`config.mk`:
```
export PLATFORM = sky130hd
export DESIGN_NAME = load_store_unit
export DESIGN_NICKNAME = d
export VERILOG_FILES = /design/src/rtl/lsu_pkg.sv /design/src/rtl/lsu_align.sv /design/src/rtl/load_store_unit.sv
export SDC_FILE = /design/constraint.sdc
export NUM_CORES = 1
export LEC_CHECK = 0
export CAP_MARGIN = 20
export CORE_MARGIN = 5
export CORE_UTILIZATION = 44
export CTS_CLUSTER_DIAMETER = 60
export DETAILED_ROUTE_END_ITERATION = 6
export GPL_ROUTABILITY_DRIVEN = 0
export PLACE_DENSITY_LB_ADDON = 0.1
export RECOVER_POWER = 25
export SYNTH_ARGS = -nofsm -noshare
export SYNTH_HDL_FRONTEND = slang
export SYNTH_SLANG_ARGS = --single-unit
```
`constraint.sdc`:
```
create_clock -name clk -period 2.3 [get_ports clk]
set_input_delay 0.46 -clock clk [delete_from_list [all_inputs] [get_ports clk]]
set_output_delay 0.46 -clock clk [all_outputs]
set_load 0.03 [all_outputs]
```
`src/rtl/lsu_pkg.sv`:
```
// Shared types and constants for the load/store unit.
package lsu_pkg;

   localparam int STRB_W = 4;

   typedef enum logic [1:0] {
      SZ_BYTE = 2'b00,
      SZ_HALF = 2'b01,
      SZ_WORD = 2'b10,
      SZ_ILL  = 2'b11
   } size_e;

   typedef enum logic [1:0] {
      IDLE = 2'b00,
      REQ  = 2'b01,
      WAIT = 2'b10,
      DONE = 2'b11
   } state_e;

endpackage

```
`src/rtl/lsu_align.sv`:
```
// Byte-lane steering: store strobe/data replication and load extraction with
// sign/zero extension. Purely combinational.
module lsu_align
   import lsu_pkg::*;
(
   input  size_e               i_size,
   input  logic [1:0]          i_off,
   input  logic                i_unsigned,
   input  logic [31:0]         i_wdata,
   input  logic [31:0]         i_rdata,
   output logic [STRB_W-1:0]   o_wstrb,
   output logic [31:0]         o_wdata,
   output logic [31:0]         o_rdata
);

   logic [31:0] w_shifted;

   assign w_shifted = i_rdata >> {i_off, 3'b000};

   // Lane generation; word (and the illegal code when it reaches the bus) is a full-word access.
   always_comb begin
      o_wstrb = 4'hF;
      o_wdata = i_wdata;
      o_rdata = w_shifted;
      case (i_size)
         SZ_BYTE: begin
            o_wstrb = 4'b0001 << i_off;
            o_wdata = {4{i_wdata[7:0]}};
            o_rdata = {{24{~i_unsigned & w_shifted[7]}}, w_shifted[7:0]};
         end
         SZ_HALF: begin
            o_wstrb = 4'b0011 << i_off;
            o_wdata = {2{i_wdata[15:0]}};
            o_rdata = {{16{~i_unsigned & w_shifted[15]}}, w_shifted[15:0]};
         end
         default: begin
            o_wstrb = 4'hF;
            o_wdata = i_wdata;
            o_rdata = w_shifted;
         end
      endcase
   end

endmodule

```
`src/rtl/load_store_unit.sv`:
```
// Turns the datapath's single-cycle memory intent into a valid/ready bus access,
// stalling the core until done. Define LSU_MISALIGN_TRAP_EN to reject misaligned accesses.
module load_store_unit
   import lsu_pkg::*;
#(
   parameter int ADDR_W = 32,
   parameter int DATA_W = 32
)(
   input  logic               clk,
   input  logic               reset,
   input  logic               req_valid,
   input  logic               req_write,
   input  logic [1:0]         req_size,
   input  logic               req_unsigned,
   input  logic [ADDR_W-1:0]  req_addr,
   input  logic [DATA_W-1:0]  req_wdata,
   output logic               stall,
   output logic [DATA_W-1:0]  rdata,
   output logic               rdata_valid,
   output logic               misaligned,
   output logic               mem_valid,
   input  logic               mem_ready,
   output logic               mem_we,
   output logic [ADDR_W-1:0]  mem_addr,
   output logic [STRB_W-1:0]  mem_wstrb,
   output logic [DATA_W-1:0]  mem_wdata,
   input  logic               mem_rvalid,
   input  logic [DATA_W-1:0]  mem_rdata
);

   state_e               r_state;
   size_e                r_size;
   logic                 r_write;
   logic                 r_unsigned;
   logic [1:0]           r_off;
   logic                 r_mem_valid;
   logic                 r_mem_we;
   logic [ADDR_W-1:0]    r_mem_addr;
   logic [STRB_W-1:0]    r_mem_wstrb;
   logic [DATA_W-1:0]    r_mem_wdata;
   logic [DATA_W-1:0]    r_rdata;
   logic                 r_rdata_valid;
   logic                 r_misaligned;

   size_e                w_req_size;
   size_e                w_sel_size;
   logic [1:0]           w_req_off;
   logic [1:0]           w_sel_off;
   logic                 w_sel_unsigned;
   logic                 w_misal;
   logic [STRB_W-1:0]    w_wstrb;
   logic [DATA_W-1:0]    w_wdata;
   logic [DATA_W-1:0]    w_rdata_ext;

   assign w_req_size = size_e'(req_size);

`ifdef LSU_MISALIGN_TRAP_EN
   assign w_req_off = req_addr[1:0];

   // Natural-alignment check on the incoming request.
   always_comb begin
      w_misal = 1'b1;
      case (w_req_size)
         SZ_BYTE: w_misal = 1'b0;
         SZ_HALF: w_misal = req_addr[0];
         SZ_WORD: w_misal = |req_addr[1:0];
         default: w_misal = 1'b1;
      endcase
   end
`else
   assign w_misal = 1'b0;

   // Force the lane offset to natural alignment instead of trapping.
   always_comb begin
      w_req_off = 2'b00;
      case (w_req_size)
         SZ_BYTE: w_req_off = req_addr[1:0];
         SZ_HALF: w_req_off = {req_addr[1], 1'b0};
         default: w_req_off = 2'b00;
      endcase
   end
`endif

   // Lanes come from the live request while idle, from latched state afterwards.
   assign w_sel_size     = (r_state == IDLE) ? w_req_size   : r_size;
   assign w_sel_off      = (r_state == IDLE) ? w_req_off    : r_off;
   assign w_sel_unsigned = (r_state == IDLE) ? req_unsigned : r_unsigned;

   lsu_align u_align (
      .i_size     (w_sel_size),
      .i_off      (w_sel_off),
      .i_unsigned (w_sel_unsigned),
      .i_wdata    (req_wdata),
      .i_rdata    (mem_rdata),
      .o_wstrb    (w_wstrb),
      .o_wdata    (w_wdata),
      .o_rdata    (w_rdata_ext)
   );

   // Access FSM with registered bus and result outputs.
   always_ff @(posedge clk) begin
      if (!reset) begin
         r_state       <= IDLE;
         r_size        <= SZ_BYTE;
         r_write       <= 1'b0;
         r_unsigned    <= 1'b0;
         r_off         <= 2'b00;
         r_mem_valid   <= 1'b0;
         r_mem_we      <= 1'b0;
         r_mem_addr    <= '0;
         r_mem_wstrb   <= '0;
         r_mem_wdata   <= '0;
         r_rdata       <= '0;
         r_rdata_valid <= 1'b0;
         r_misaligned  <= 1'b0;
      end else begin
         r_rdata_valid <= 1'b0;
         r_misaligned  <= 1'b0;
         case (r_state)
            IDLE: begin
               if (req_valid) begin
                  r_size     <= w_req_size;
                  r_write    <= req_write;
                  r_unsigned <= req_unsigned;
                  r_off      <= w_req_off;
                  if (w_misal) begin
                     r_state      <= DONE;
                     r_misaligned <= 1'b1;
                     r_rdata      <= '0;
                  end else begin
                     r_state     <= REQ;
                     r_mem_valid <= 1'b1;
                     r_mem_we    <= req_write;
                     r_mem_addr  <= {req_addr[ADDR_W-1:2], 2'b00};
                     r_mem_wstrb <= req_write ? w_wstrb : 4'h0;
                     r_mem_wdata <= w_wdata;
                  end
               end else begin
                  r_state <= IDLE;
               end
            end
            REQ: begin
               if (mem_ready) begin
                  r_mem_valid <= 1'b0;
                  if (r_write) begin
                     r_state <= DONE;
                  end else if (mem_rvalid) begin
                     r_state       <= DONE;
                     r_rdata       <= w_rdata_ext;
                     r_rdata_valid <= 1'b1;
                  end else begin
                     r_state <= WAIT;
                  end
               end else begin
                  r_state <= REQ;
               end
            end
            WAIT: begin
               if (mem_rvalid) begin
                  r_state       <= DONE;
                  r_rdata       <= w_rdata_ext;
                  r_rdata_valid <= 1'b1;
               end else begin
                  r_state <= WAIT;
               end
            end
            DONE: begin
               r_state <= IDLE;
            end
            default: begin
               r_state     <= IDLE;
               r_mem_valid <= 1'b0;
            end
         endcase
      end
   end

   assign stall       = ((r_state == IDLE) && req_valid) || (r_state == REQ) || (r_state == WAIT);
   assign rdata       = r_rdata;
   assign rdata_valid = r_rdata_valid;
   assign misaligned  = r_misaligned;
   assign mem_valid   = r_mem_valid;
   assign mem_we      = r_mem_we;
   assign mem_addr    = r_mem_addr;
   assign mem_wstrb   = r_mem_wstrb;
   assign mem_wdata   = r_mem_wdata;

endmodule

```
==> results of run 1 <==
## synthesized netlist by cell type, drive strengths merged (2+ instances only)
| library cell | instances |
|---|---|
| a2bb2oi | 8 |
| nand3 | 37 |
| o211a | 16 |
| o21a | 2 |
| and2 | 7 |
| dfxtp | 108 |
| mux2 | 14 |
| nor2b | 12 |
| nor2 | 13 |
| buf | 33 |
| nand4 | 8 |
| nor3b | 2 |
| mux2i | 41 |
| a31oi | 2 |
| a32oi | 9 |
| and3b | 2 |
| a211oi | 8 |
| nor3 | 4 |
| a21boi | 48 |
| ha | 3 |
| clkbuf | 14 |
| inv | 4 |
| o21ai | 32 |
| a21oi | 23 |
| nand2 | 117 |
| nand2b | 2 |
## stage by stage
stage	area (um2)	power, W	hold slack [ns]	setup slack (ns)
after detailed placement	7510	0.00334	0.456	-0.0556
final	7840	0.00498	0.458	0.125
after global routing	7840	0.00521	0.484	0.00227
after global placement	7510	0.00332	0.449	-0.0203
after floorplan	5300	0.00278	0.441	0.0972
after CTS	7840	0.00504	0.466	0.0607
## area by class of cell
cell class | count | share of cell area
Inverter | 4 | 0.00192
Timing Repair Buffer | 228 | 0.292
Tap cell | 147 | 0.0235
Clock buffer | 13 | 0.0332
Clock inverter | 3 | 0.00878
Sequential cell | 108 | 0.276
Multi-Input combinational cell | 425 | 0.364
## metal layers
layer | up-vias | wire [um]
met3 | 25 | 1480
met2 | 185 | 7690
met1 | 2333 | 6710
met4 | 0 | 386
li1 | 2440 | -
met5 | - | 0
## final timing paths
path	end	cells past startpoint	slack, ns
worst min-delay path	mem_addr[4]	2	0.46
worst max-delay path	rdata[8]	8	0.12
worst min register to register	mem_addr[4]	2	0.46
worst max register to register	rdata[8]	8	0.12
## kinds of logic after synthesis
group	share of synthesized area
and+or+nand+nor	0.199
AOI/OAI and AO/OA	0.218
DFF	0.409
muxes	0.112
buffers and inverters	0.0544
adders and majority gates	0.00709
other	0.000709
## state kept, by name, indices dropped and copies added, names as in the netlist, named ones only
register     count
mem_addr        30
mem_valid        1
mem_wdata       32
mem_we           1
mem_wstrb        4
r_off            2
r_size           2
r_state          1
r_unsigned       1
rdata           32
rdata_valid      1
## critical path: cells and delay by family (launching register included)
kind / cells / cell delay [ns]
AOI/OAI and AO/OA: 4 / 0.85
adders and majority gates: 1 / 0.28
buffers and inverters: 2 / 0.27
DFF: 1 / 0.37
and+or+nand+nor: 1 / 0.29
## what timing repair did
action | in CTS | in global routing
endpoints found under the hold margin | 0 | 0
endpoints found under the setup margin | 0 | 7
resized for setup | 0 | 1
## power by group through the flow
stage / registers, W / clock network (W) / logic (W)
after floorplan: 0.00229 / 0 / 0.000488
after global placement: 0.00209 / 0 / 0.00123
after detailed placement: 0.00209 / 0 / 0.00125
after CTS: 0.00205 / 0.00174 / 0.00125
after global routing: 0.00207 / 0.00182 / 0.00132
final: 0.00205 / 0.00170 / 0.00123
==> flow_metrics.tcl, run 1 <==
set metrics [dict create \
    rows 40 \
    gr-total-overflow 0 \
    initial_utilization 0.444 \
    p_sw_w 0.00140 \
    max_stage_delay_ns 0.37 \
    clock-root-buffer "clkbuf_16" \
    fin_crit_sh 0.946 \
    synth_edf_count 0 \
    cts_hold_buf 0 \
    leakage_nw 3.34 \
    synth.avg_cell_area_um2 9.09 \
    dieArea_mm2 0.0143 \
    min-delay-start "mem_addr[4]" \
    status "finished clean" \
    use_met3 0.0900 \
    p_int_w 0.00357 \
    worstSetupPathType "reg2reg" \
    via_per_inst 5.37 \
    critical_path_required_ns 2.52 \
    power_frac_comb 0.247 \
    dr.pass1.iters 4 \
    grt_pass1_vias 5083 \
    drt-total-wl_um 16300 \
    numCtsBuffers 9 \
    core-area_mm2 0.0119 \
    cts_tree "built" \
    use_met1 0.280 \
    ctsHtreeMaxLevel 3 \
    final_common_cell "clkdlybuf4s50_1" \
    fin_crit_ns 2.18 \
    drtAntennaViolNets 0 \
    crit_path_start_kind "flip-flop" \
    cp_max_fo 8 \
    drive_gt1_frac 0.105 \
    antenna_found_initial 0 \
    yosys.cell_types.count 55 \
    drt_iter0_markers 276 \
    setup.worst_path.start "r_state[0]" \
    multi_input_area_mm2 0.00286 \
    crit_chain "inv_1, ha_1, buf_4, or2b_4, a32oi_1, a32oi_4, a21oi_4, a21oi_1" \
    holdCritPathClass "reg2reg" \
    clock_latency_ns 0.35 \
    syn-cell-area_mm2 0.00529 \
    yosysSeqAreaShare 0.409 \
    nets 884 \
    cts.sinks 108 \
    cts_setup_buffers 0 \
    ys_warn_count 0 \
    syn_inst 582 \
    synthArstFlopShare 0 \
    io_pins 210 \
    p_seq_frac 0.412 \
    final_cell_mix "164 x clkdlybuf4s50_1, 114 x nand2_1, 108 x dfxtp_1" \
    die_h_um 120 \
    cp_slowest_cell "dfxtp_1" \
    synth_flop_cell "dfxtp_1" \
    busiest_layer "met2" \
    io_buffers 206 \
    fillers 996 \
    clk_pin_slew_ns 0.07 \
    cp_data_arrival_time_ns 2.39 \
    n_antenna_cell 0 \
    finalSetupTns_ns 0 \
    cap_viol_max_count 0 \
    synth_top_area_frac 0.409 \
    grt_setup_unrepaired "false" \
    placedCellCount 912 \
    grt_max_degree 63 \
    utilization 0.658 \
    setup_viol 0 \
    hold_viol 0 \
    met2_usage 0.379 \
    power_per_cell_area_mw_per_mm2 635 \
    drc 0 \
    seq_area_mm2 0.00216 \
    drv_slew 0 \
    wl_per_cell_um 17.5 \
    die_w_um 120 \
    synthToLayoutAreaGrowth_pct 48.1 \
    synth-seq-cells 108 \
    clk_path_buf_depth 2 \
    yosys-top-cells-area "dfxtp_1 41%, nand2_1 8.2%, mux2i_1 7.4%, a21boi_0 6.5%, o211a_1 3.0%" \
    vias 4983 \
    critPathCaptureType "flip-flop" \
    fin_cells 928 \
    clkPwrFrac 0.341 \
    gr-usage-all-layers 0.231 \
    swShare 0.282 \
    max_freq_mhz 460 \
    grt_pass1_wl_um 26600 \
    synth_top_cell_by_area "dfxtp_1" \
    ir_drop_mv 0.524 \
    hpwl_um 12400 \
    r2r-start "r_state[0]" \
    timing.clock.skew_ns 0.00605 \
]
No activity file was read; power rests on OpenSTA's default activity.
==> inputs of run 2 (changes only) <==
--- a/config.mk
+++ b/config.mk
@@ -7,7 +7,7 @@
 export LEC_CHECK = 0
 export CAP_MARGIN = 20
 export CORE_MARGIN = 5
-export CORE_UTILIZATION = 44
+export CORE_UTILIZATION = 36
 export CTS_CLUSTER_DIAMETER = 60
 export DETAILED_ROUTE_END_ITERATION = 6
 export GPL_ROUTABILITY_DRIVEN = 0
==> flow_metrics.tcl, run 2 (synthesis gave the netlist of run 1 again) <==
set metrics [dict create \
    final_cell_mix "180 x clkdlybuf4s50_1, 115 x nand2_1, 108 x dfxtp_1" \
    cp_max_fo 8 \
    cp_slowest_cell "dfxtp_1" \
    max_stage_delay_ns 0.33 \
    nets 885 \
    leakage_nw 3.29 \
    cts_setup_buffers 0 \
    core-area_mm2 0.0145 \
    critical_path_required_ns 1.84 \
    cp_top_family "buffers and inverters" \
    drc 0 \
    power_per_cell_area_mw_per_mm2 609 \
    ctsHtreeMaxLevel 3 \
    crit_chain "inv_1, ha_2, buf_4, nand2_1, nand2_1, buf_12" \
    grt_setup_unrepaired "false" \
    fin_cells 966 \
    holdCritPathClass "reg2reg" \
    drv_slew 0 \
    dieArea_mm2 0.0172 \
    cp_data_arrival_time_ns 1.57 \
    placedCellCount 950 \
    initial_utilization 0.366 \
    cts.sinks 108 \
    fin_crit_ns 2.03 \
    worst_pin_slew_ns 0.946 \
    via_per_inst 5.15 \
    clk_path_buf_depth 2 \
    ir_drop_mv 0.376 \
    synthToLayoutAreaGrowth_pct 48.7 \
    utilization 0.544 \
    final_common_cell "clkdlybuf4s50_1" \
    drt-total-wl_um 16500 \
    die_h_um 131 \
    wl_per_cell_um 17.1 \
    gr-usage-all-layers 0.189 \
    drt_iter0_markers 218 \
    critPathCaptureType "output port" \
    cts_tree "built" \
    grt_max_degree 48 \
    setup_viol 0 \
    io_pins 210 \
    max_freq_mhz 492 \
    timing.clock.skew_ns 0.0107 \
    drtAntennaViolNets 0 \
    die_w_um 131 \
    dr.pass1.iters 4 \
    slew-limit-headroom 0.369 \
    drive_gt1_frac 0.107 \
    p_total_w 0.00480 \
    hpwl_um 12400 \
    crit_buf_inv 3 \
    clk_pin_slew_ns 0.06 \
    hold_viol 0 \
    worstSetupPathType "reg2out" \
    grt_pass1_vias 5090 \
    rows 44 \
    clock-root-buffer "clkbuf_16" \
    path_common_cell "nand2_1" \
    grt_pass1_wl_um 26900 \
    fin_crit_sh 0.884 \
    gr-total-overflow 0 \
    io_buffers 206 \
    vias 4973 \
    n_antenna_cell 0 \
    post-place-ws_ns -0.000372 \
    numCtsBuffers 9 \
    antenna_found_initial 0 \
    crit_path_start_kind "flip-flop" \
    clock_latency_ns 0.35 \
    status "finished clean" \
    fin_ws_ns 0.266 \
    cap_viol_max_count 0 \
    finalSetupTns_ns 0 \
]
-- run 2: cell types whose count changed in the layout (fill, tap and decap cells not counted), sizes merged --
cell	change
clkdlybuf4s50	+16
dlygate4sd3	-16
clkinvlp	+1
clkinv	+2
buf	-2
clkbuf	+2
bufinv	-2
-- run 2: power breakdown --
group	internal, W	leakage [nW]	switching (W)
logic	0.000589	2.26	0.000660
registers	0.00198	0.884	0.0000639
clock network	0.000818	0.144	0.000684
total	0.00339	3.29	0.00141
-- run 2: worst paths after layout --
| check | startpoint | to | slack, ns | cells after the start |
|---|---|---|---|---|
| worst max-delay path | r_state[0] | stall | 0.27 | 6 |
| worst min-delay path | mem_addr[18] | mem_addr[18] | 0.46 | 2 |
| worst max register to register | r_state[0] | rdata[12] | 0.27 | 7 |
| worst min register to register | mem_addr[18] | mem_addr[18] | 0.46 | 2 |
-- run 2: final cells by class --
cell class	count	area [um2]
inverter	4	15.0
sequential	108	2160
tap	184	230
clock buffer	12	267
clock inverter	4	22.5
fill	1329	6610
timing repair buffer	229	2320
multi-input combinational	425	2860
-- run 2: tightest hold or removal path: cells and delay by family (launching register included) --
kind / cells / cell delay (ns)
DFF: 1 / 0.31
AOI/OAI and AO/OA: 1 / 0.06
and+or+nand+nor: 1 / 0.04
-- run 2: routing by layer --
metal  GRT usage  up-vias  share of wire
met4      0.0589        0          0.021
met1       0.220     2330           0.40
met3      0.0833       27          0.091
li1            -     2440              -
met5           0        -              0
met2       0.315      176           0.49
-- run 2: timing repair --
action	in CTS	in global routing
gates resized for setup	0	2
setup endpoints to repair	0	6
hold buffers	0	0
-- run 2: metrics by stage --
step | hold WS (ns) | cell area, um2
after floorplan | 0.441 | 5300
after global placement | 0.449 | 7600
after detailed placement | 0.456 | 7600
after CTS | 0.465 | 7890
after global routing | 0.487 | 7870
final | 0.461 | 7870
==> inputs of run 3 (changes only) <==
--- a/config.mk
+++ b/config.mk
@@ -8,7 +8,7 @@
 export CAP_MARGIN = 20
 export CORE_MARGIN = 5
 export CORE_UTILIZATION = 36
-export CTS_CLUSTER_DIAMETER = 60
+export CTS_BUF_LIST = sky130_fd_sc_hd__clkbuf_16
 export DETAILED_ROUTE_END_ITERATION = 6
 export GPL_ROUTABILITY_DRIVEN = 0
 export PLACE_DENSITY_LB_ADDON = 0.1
==> flow_metrics.tcl, run 3 (synthesis gave the netlist of run 1 again) <==
set metrics [dict create \
    gr-total-overflow 0 \
    power_per_cell_area_mw_per_mm2 599 \
    antenna_found_initial 0 \
    min-delay-start "mem_addr[18]" \
    initial_utilization 0.366 \
    finalSetupTns_ns 0 \
    rows 44 \
    cap_viol_max_count 0 \
    r2r-start "r_state[0]" \
    timing.clock.skew_ns 0.00830 \
    dr.pass1.iters 7 \
    setup_viol 0 \
    hold_end "mem_addr[18]" \
    drtAntennaViolNets 0 \
    fin_hold_ws_ns 0.461 \
    drc 0 \
    final_cell_mix "180 x clkdlybuf4s50_1, 115 x nand2_1, 108 x dfxtp_1" \
    final_common_cell "clkdlybuf4s50_1" \
    core-area_mm2 0.0145 \
    die_h_um 131 \
    ctsHtreeMaxLevel 3 \
    gr-usage-all-layers 0.190 \
    worstSetupPathType "reg2out" \
    p_total_w 0.00469 \
    drt-total-wl_um 16600 \
    nets 885 \
    holdCritPathClass "reg2reg" \
    n_antenna_cell 0 \
    numCtsBuffers 9 \
    clk_path_buf_depth 2 \
    cts_tree "built" \
    drt_iter0_markers 189 \
    cts_hold_buf 0 \
    drv_slew 0 \
    whs_path_depth 2 \
    worst_pin_slew_ns 0.948 \
    placed_area_mm2 0.00760 \
    grt_max_degree 48 \
    drive_gt1_frac 0.104 \
    setup.worst_path.start "r_state[0]" \
    grt_setup_unrepaired "false" \
    grt_pass1_vias 5098 \
    via_per_inst 5.17 \
    hold_viol 0 \
    crit_path_start_kind "flip-flop" \
    critical_path_required_ns 1.84 \
    ir_drop_mv 0.373 \
    clk_pin_slew_ns 0.06 \
    critPathCaptureType "output port" \
    status "finished clean" \
    max_freq_mhz 491 \
    io_pins 210 \
    io_buffers 206 \
    leakage_nw 3.27 \
    hpwl_um 12400 \
    synthToLayoutAreaGrowth_pct 48.2 \
    grt_pass1_wl_um 26900 \
    dieArea_mm2 0.0172 \
    rr_endpoint "rdata[12]" \
    wl_per_cell_um 17.2 \
    rrSetupSlack_ns 0.26 \
    die_w_um 131 \
    cts_setup_buffers 0 \
    cp_data_arrival_time_ns 1.58 \
    fin_crit_sh 0.886 \
    cts.sinks 108 \
    clock_latency_ns 0.36 \
    clock-root-buffer "clkbuf_16" \
    ff2ff_path_depth 7 \
    vias 4992 \
    slew-limit-headroom 0.368 \
    fin_crit_ns 2.04 \
    fin_area_mm2 0.00784 \
    cp_max_fo 8 \
]
## run 3: changes by cell type in the layout (fill, tap and decap cells not counted), sizes merged
| cell | change |
|---|---|
| clkbuf | -3 |
| clkinv | +3 |
## run 3: final cells by class
class	count	area, um2
multi-input cells	425	2860
flip-flops and latches	108	2160
repair buffers	229	2320
fillers	1330	6640
well taps	184	230
inverters	4	15.0
clock buffers	9	225
clock inverters	7	33.8
## run 3: worst max-delay path by stage
stage               cells after the start      endpoint
finish                                  6         stall
global placement                        7     rdata[13]
global route                            7  mem_addr[13]
CTS                                     8     rdata[12]
floorplan                               8         stall
detailed placement                      7     rdata[12]
## run 3: timing repair
item                                   in CTS  in global routing
setup endpoints to repair                   0                  6
gates resized for setup                     0                  2
endpoints found under the hold margin       0                  0
## run 3: worst max-delay path, stage by stage, from the launching register on
cell and delay, ns:
dfxtp_1 0.37, inv_1 0.08, ha_2 0.25, buf_4 0.18, nand2_1 0.09, nand2_1 0.09, buf_12 0.15
## run 3: routing by layer
layer,vias to the layer above,GRT usage,wire length [um]
li1,2446,-,-
met1,2351,0.220,6760
met2,172,0.315,8040
met3,23,0.0837,1470
met4,0,0.0589,308
met5,-,0,0
## run 3: per-stage QoR
stage	std cells	worst slack (ns)	utilization
finish	966	0.262	0.542
global route	966	0.104	0.542
CTS	966	0.106	0.543
detailed placement	950	-0.000372	0.525
global placement	950	0.0636	0.525
floorplan	584	0.0972	-
## run 3: where the power goes
part	internal (W)	switching (W)	total, W
sequential	0.00198	0.0000639	0.00205
clock	0.000717	0.000681	0.00140
combinational	0.000589	0.000660	0.00125
total	0.00329	0.00140	0.00469
